### src/rtl/oam_dma_if.sv
// Signal bundle joining the OAM DMA engine to the FF46 register decoder,
// the source memory and the PPU OAM write port.
interface oam_dma_if;
    logic        reg_write;
    logic [7:0]  reg_d_wr;
    logic [7:0]  reg_d_rd;
    logic        active;
    logic [15:0] src_addr;
    logic [7:0]  src_d_rd;
    logic [7:0]  oam_addr;
    logic        oam_write;
    logic [7:0]  oam_d_wr;
    logic        done;

    // The DMA engine is the slave of the register decoder and the master of memory traffic.
    modport slave (
        input  reg_write, reg_d_wr, src_d_rd,
        output reg_d_rd, active, src_addr, oam_addr, oam_write, oam_d_wr, done
    );

    modport master (
        output reg_write, reg_d_wr, src_d_rd,
        input  reg_d_rd, active, src_addr, oam_addr, oam_write, oam_d_wr, done
    );
endinterface

### src/rtl/oam_dma.sv
// OAM DMA engine behind FF46: copies LEN bytes from page {FF46,8'h00}
// into PPU OAM through a one-stage read pipeline (synchronous source memory).
module oam_dma #(
    parameter int LEN         = 160,
    parameter int START_DELAY = 1
) (
    input  logic     clk,
    input  logic     rst,
    oam_dma_if.slave bus
);
    typedef enum logic [1:0] {IDLE, DELAY, XFER, DRAIN} state_e;

    localparam int              CW         = (START_DELAY > 1) ? $clog2(START_DELAY) : 1;
    localparam logic [CW-1:0]   DELAY_INIT = (START_DELAY > 0) ? CW'(START_DELAY - 1) : '0;
    localparam logic [7:0]      LAST_IDX   = 8'(LEN - 1);

    state_e         state_q;
    logic [7:0]     reg_q;
    logic           active_q;
    logic           done_q;
    logic [CW-1:0]  cnt_q;
    logic [7:0]     idx_q;
    logic [7:0]     pipe_idx_q;
    logic           valid_q;
    logic [15:0]    src_addr_q;
    logic [7:0]     wr_page;
    logic [7:0]     cur_page;

    // Pages E0..FF are echo RAM and alias onto C0..DF.
    function automatic logic [7:0] fold_page(input logic [7:0] page);
        return (page >= 8'hE0) ? page - 8'h20 : page;
    endfunction

    assign wr_page  = fold_page(bus.reg_d_wr);
    assign cur_page = fold_page(reg_q);

    // NOTE: every register below is updated with <= so all of them see pre-edge values.
    always_ff @(posedge clk) begin
        if (rst) begin
            state_q    <= IDLE;
            reg_q      <= 8'hFF;
            active_q   <= 1'b0;
            done_q     <= 1'b0;
            cnt_q      <= '0;
            idx_q      <= '0;
            pipe_idx_q <= '0;
            valid_q    <= 1'b0;
            src_addr_q <= '0;
        end else begin
            done_q <= 1'b0;
            if (bus.reg_write) begin
                // A write always restarts from index 0; any byte still in flight is dropped.
                reg_q    <= bus.reg_d_wr;
                idx_q    <= '0;
                valid_q  <= 1'b0;
                active_q <= 1'b1;
                if (START_DELAY == 0) begin
                    state_q    <= XFER;
                    src_addr_q <= {wr_page, 8'h00};
                end else begin
                    state_q <= DELAY;
                    cnt_q   <= DELAY_INIT;
                end
            end else begin
                case (state_q)
                    IDLE: begin
                        valid_q <= 1'b0;
                    end
                    DELAY: begin
                        if (cnt_q == '0) begin
                            state_q    <= XFER;
                            idx_q      <= '0;
                            src_addr_q <= {cur_page, 8'h00};
                        end else begin
                            cnt_q <= cnt_q - CW'(1);
                        end
                    end
                    XFER: begin
                        valid_q    <= 1'b1;
                        pipe_idx_q <= idx_q;
                        idx_q      <= idx_q + 8'd1;
                        if (idx_q == LAST_IDX) begin
                            state_q <= DRAIN;
                        end else begin
                            src_addr_q[7:0] <= idx_q + 8'd1;
                        end
                    end
                    DRAIN: begin
                        state_q  <= IDLE;
                        valid_q  <= 1'b0;
                        active_q <= 1'b0;
                        done_q   <= 1'b1;
                    end
                    default: state_q <= IDLE;
                endcase
            end
        end
    end

    // The write strobe is masked by rst so an abandoned transfer never lands a byte.
    assign bus.oam_write = valid_q & ~rst;
    assign bus.oam_addr  = pipe_idx_q;
    assign bus.oam_d_wr  = bus.oam_write ? bus.src_d_rd : 8'h00;
    assign bus.reg_d_rd  = reg_q;
    assign bus.active    = active_q;
    assign bus.src_addr  = src_addr_q;
    assign bus.done      = done_q;
endmodule

### src/flat_wrapper.sv
// flat-port wrapper written by rule: the top's interface ports become plain ports
module oam_dma_flat 
#(
    parameter int LEN         = 160,
    parameter int START_DELAY = 1
)
  (clk, rst, bus_reg_write, bus_reg_d_wr, bus_src_d_rd, bus_reg_d_rd, bus_active, bus_src_addr, bus_oam_addr, bus_oam_write, bus_oam_d_wr, bus_done);
  oam_dma_if bus_i ();
  input  logic clk;
  input  logic rst;
  input wire logic [$bits(bus_i.reg_write)-1:0] bus_reg_write;
  input wire logic [$bits(bus_i.reg_d_wr)-1:0] bus_reg_d_wr;
  input wire logic [$bits(bus_i.src_d_rd)-1:0] bus_src_d_rd;
  output wire logic [$bits(bus_i.reg_d_rd)-1:0] bus_reg_d_rd;
  output wire logic [$bits(bus_i.active)-1:0] bus_active;
  output wire logic [$bits(bus_i.src_addr)-1:0] bus_src_addr;
  output wire logic [$bits(bus_i.oam_addr)-1:0] bus_oam_addr;
  output wire logic [$bits(bus_i.oam_write)-1:0] bus_oam_write;
  output wire logic [$bits(bus_i.oam_d_wr)-1:0] bus_oam_d_wr;
  output wire logic [$bits(bus_i.done)-1:0] bus_done;
  assign bus_i.reg_write = bus_reg_write;
  assign bus_i.reg_d_wr = bus_reg_d_wr;
  assign bus_i.src_d_rd = bus_src_d_rd;
  assign bus_reg_d_rd = bus_i.reg_d_rd;
  assign bus_active = bus_i.active;
  assign bus_src_addr = bus_i.src_addr;
  assign bus_oam_addr = bus_i.oam_addr;
  assign bus_oam_write = bus_i.oam_write;
  assign bus_oam_d_wr = bus_i.oam_d_wr;
  assign bus_done = bus_i.done;
  oam_dma #(.LEN(LEN), .START_DELAY(START_DELAY)) u_core (.clk(clk), .rst(rst), .bus(bus_i));
endmodule
### config.mk
export PLATFORM = sky130hd
export DESIGN_NAME = oam_dma_flat
export DESIGN_NICKNAME = d
export VERILOG_FILES = /design/src/rtl/oam_dma_if.sv /design/src/rtl/oam_dma.sv /design/src/flat_wrapper.sv
export SDC_FILE = /design/constraint.sdc
export NUM_CORES = 1
export LEC_CHECK = 0
export CAP_MARGIN = 40
export CORE_MARGIN = 5
export CORE_UTILIZATION = 40
export DETAILED_ROUTE_END_ITERATION = 12
export GPL_ROUTABILITY_DRIVEN = 0
export PLACE_DENSITY = 0.7
export SLEW_MARGIN = 20
export SYNTH_ARGS = -nofsm -noshare
export SYNTH_HDL_FRONTEND = slang
export SYNTH_SLANG_ARGS = --single-unit
### constraint.sdc
create_clock -name clk -period 5.16 [get_ports clk]
set_input_delay 1.032 -clock clk [delete_from_list [all_inputs] [get_ports clk]]
set_output_delay 1.032 -clock clk [all_outputs]
set_load 0.02 [all_outputs]
==> summary.md <==
| Metric | Value |
|---|---|
| Number of resized instances in the post-cts repair step | `0` |
| CTS tree | `yes` |
| Final clock period utilization by the worst path | `74.1%` |
| Count of standard-cell rows | `26` |
| Mean post-synth cell area | `between 8 and 9 sq um` |
| Number of synthesized flops with an enable pin | `0` |
| Most area-consuming cells after synthesis | `sky130_fd_sc_hd__dfxtp_1 44%, sky130_fd_sc_hd__nand2_1 9.3%, sky130_fd_sc_hd__ha_1 5.5%, sky130_fd_sc_hd__a21oi_1 5.4%, sky130_fd_sc_hd__mux2i_1 4.9%` |
| Insertion delay to the later sink of the worst-skew pair | `0.29 ns` |
| Required time of the critical path | `about 4.1 ns` |
| Depth of the worst register-to-register path | `7` |
| Register area | `901 sq um` |
| Boundary Pins | `between 60 and 70` |
| Pwr Total | `around 690 uW` |
| Post-synthesis async set-or-reset flop share | `0%` |
| Share of synthesized area occupied by flip-flops and latches | `a little over two fifths` |
| Power share of the clock group | `between 20% and 30%` |
| Cell type with the highest aggregate area in the netlist | `sky130_fd_sc_hd__dfxtp_1` |
| Max capacitance violation total | `0` |
| Most frequently used flop master after synthesis | `sky130_fd_sc_hd__dfxtp_1` |
| ANT nets after route | `0` |
| Number of clock buffers inserted by TritonCTS | `5` |
| Synthesized net count | `270` |
| Worst-Margin Slew | `~0.7 ns` |
| Per-cell routed wire length | `roughly 13 microns` |
| Max transition margin | `~53%` |
| RSZ-0062 raised after global routing | `false` |
| R2R setup slack | `3.06 ns` |
| Area growth from synthesis to layout | `33.1%` |
| Largest net degree at the start of global routing | `27` |
| Synthesis warning total | `0` |
| Remaining DRCs | `0` |
| Number of port buffers | `61` |
| Proportion of netlist area held by the largest area contributor | `a little over two fifths` |
| Worst reg2reg startpoint | `u_core.state_q[0]` |
| Vias post-DR | `~1,700` |
| Buffers from clock root to sink, at most | `2` |
| Clock tree skew after final layout | `about 0.0077 ns` |
| Max-slew violation count | `0` |
| Root Driver | `sky130_fd_sc_hd__clkbuf_8` |
| Power density over cell area | `around 250 nW/um^2` |
| Combined area of all synthesized cells | `between 2000 and 2500 sq um` |
| Outcome | `completed` |
| Clock H-tree levels | `2` |
| Combined area of the multi-input logic cells | `1020 sq um` |
| Total gr overflow | `0` |
| Worst R2R End | `u_core.bus.src_addr[0]` |
| Worst hold start | `u_core.bus.oam_addr[5]` |
| Effective utilization at floorplan | `roughly 41%` |
| Highest net fanout along the worst path | `26` |
| Int Power | `504 uW` |
| Distinct cells, synth | `37` |
| Via-to-Cell Ratio | `around 4.8` |
| Antenna cells | `0` |
| Setup TNS after final layout | `0 ns` |
| Detailed Route Iter0 Violations | `slightly below 60` |
| Fraction of layout instances using a drive strength above 1 | `around 3.8%` |
| Die height | `approximately 80 microns` |
| Number of failing hold endpoints at the final stage | `0` |
| Sequential share of power | `between 50% and 60%` |
| Critical path type | `input pin to output pin` |
| GRT Total Usage | `between 10 and 15%` |
| Core area | `between 5000 and 6000 sq um` |
| HPWL after DPL | `between 3000 and 4000 microns` |
| Post-Route Utilization | `between 50% and 60%` |
| First-pass GRT wire length | `7710 microns` |
| Maximum resistive drop on vdd | `between 0.0001 and 0.00015 V` |
| Number of instances on the worst hold path | `2` |
| Fmax | `between 0.2 and 0.3 GHz` |
| Critical Path Start | `rst` |
| Vias in the first global route | `1,695` |
| Total length of routed wires | `about 4700 microns` |
| End point of the worst hold path | `u_core.bus.oam_addr[5]` |
| Synthesized instance count | `~240` |
| Pleak | `1.03 nW` |
| Path class of the lowest-slack min-delay path | `flop to flop` |
| Switching power total | `about 180 uW` |
| Combinational Power Share | `between 10% and 20%` |
| Proportion of total power due to net switching | `a little over a quarter` |
| Die ar. | `roughly 6700 sq um` |
| Clock-pin slew on the worst setup and hold paths | `around 0.080 ns` |
| Number of failing setup endpoints in the final timing report | `0` |
| Number of antenna violations at the first check in global routing | `0` |
| Number of flip-flops and latches in the synthesized netlist | `45` |
| Data arrival at the endpoint of the critical path | `2.79 ns` |
| Minimum period implied by the final worst setup slack | `about 3.8 ns` |
| Initial DRT Pass Iterations | `4` |
| Crit path capture type | `output pin` |
| Final-stage net count | `roughly 320` |
| Sort of element at the start of the critical path | `input pin` |
| Post-CTS Hold Fix Bufs | `0` |
| Filler Cells Inserted | `between 400 and 500` |
| Number of post-CTS setup repair buffers | `0` |
| Die extent in x | `81.7 microns` |
| Clock Sink Count | `45` |
==> layer usage <==
metal	part of all wire (%)	up-vias	GRT usage [%]
met5	0	-	0
met4	0.99	0	4.49
met3	5.8	6	4.50
met2	49	40	25.7
met1	44	784	17.3
li1	-	905	-
==> worst max path at each step <==
stage	to	slack (ns)
2_1_floorplan	bus_oam_d_wr[0]	2.22
3_3_place_gp	bus_oam_d_wr[3]	1.36
3_5_place_dp	bus_oam_d_wr[2]	1.30
4_1_cts	bus_oam_d_wr[2]	1.30
5_1_grt	bus_oam_d_wr[7]	1.22
6_report	bus_oam_d_wr[2]	1.34
==> final cells by class <==
cell class	count	share of cell area, %
timing repair buffer	63	22.9
clock inverter	1	0.183
clock buffer	5	2.51
tap	70	3.20
sequential	45	32.9
inverter	8	1.10
multi-input combinational	170	37.2
==> placed cells by master (no fill, tap or decap), types with 4 or more instances in the layout <==
| master | Yosys | routed |
|---|---|---|
| sky130_fd_sc_hd__clkbuf_8 | 0 | 5 |
| sky130_fd_sc_hd__nor2_1 | 8 | 8 |
| sky130_fd_sc_hd__nor3_1 | 4 | 4 |
| sky130_fd_sc_hd__mux2i_1 | 10 | 10 |
| sky130_fd_sc_hd__ha_1 | 9 | 9 |
| sky130_fd_sc_hd__nand3_1 | 14 | 14 |
| sky130_fd_sc_hd__clkdlybuf4s50_1 | 0 | 61 |
| sky130_fd_sc_hd__o21ai_0 | 6 | 6 |
| sky130_fd_sc_hd__inv_1 | 8 | 8 |
| sky130_fd_sc_hd__nand2_1 | 51 | 51 |
| sky130_fd_sc_hd__nand2b_1 | 7 | 7 |
| sky130_fd_sc_hd__and2_1 | 10 | 10 |
| sky130_fd_sc_hd__a21oi_1 | 22 | 22 |
| sky130_fd_sc_hd__dfxtp_1 | 45 | 45 |
==> cell usage after synthesis (all sizes together), types with 2 or more instances <==
library cell,number
a21oi,22
buf,12
o211ai,3
nor3,4
mux2i,10
nor2b,3
nor2,8
inv,8
o31ai,2
o21ai,6
clkbuf,7
nand2,51
nand4,2
ha,9
dfxtp,45
nand3,14
xnor2,3
or3,2
nand2b,7
and2,10
==> registers in the layout, summed over array words and instances, names as in the netlist <==
name	flops
u_core.idx_q	8
u_core.bus.reg_d_rd	8
u_core.bus.src_addr	16
u_core.state_q	2
u_core.valid_q	1
u_core.bus.active	1
u_core.bus.done	1
u_core.bus.oam_addr	8
==> critical path, cell delays in order <==
cell and delay (ns):
sky130_fd_sc_hd__clkdlybuf4s50_1 0.40, sky130_fd_sc_hd__buf_4 0.22, sky130_fd_sc_hd__nor2b_1 0.35, sky130_fd_sc_hd__and2_1 0.19, sky130_fd_sc_hd__clkdlybuf4s50_1 0.61
==> per-stage QoR <==
stage,area (sq um),cells,hold WS (ns),worst slack (ns)
final,2740,362,0.456,1.34
after global routing,2740,362,0.477,1.22
after CTS,2730,361,0.458,1.30
after detailed placement,2660,355,0.446,1.30
after global placement,2660,355,0.440,1.36
after floorplan,2060,242,0.445,2.22
==> cells by family after synthesis <==
family	after synthesis	synth area share (%)
DFF	45	43.8
adders and majority gates	9	5.48
and+or+nand+nor	104	24.3
AOI/OAI and AO/OA	43	13.2
xor gates and xnor gates	4	1.70
buffers and inverters	27	6.63
muxes	10	4.87
==> power groups by stage <==
| stage | Combinational (mW) | Sequential [mW] | Clock (mW) |
|---|---|---|---|
| after floorplan | 0.0658 | 0.384 | 0 |
| after global placement | 0.117 | 0.377 | 0 |
| after detailed placement | 0.120 | 0.377 | 0 |
| after CTS | 0.120 | 0.369 | 0.205 |
| after global routing | 0.131 | 0.371 | 0.221 |
| final | 0.119 | 0.369 | 0.197 |
Note: power is estimated with default switching activity, not from simulation.
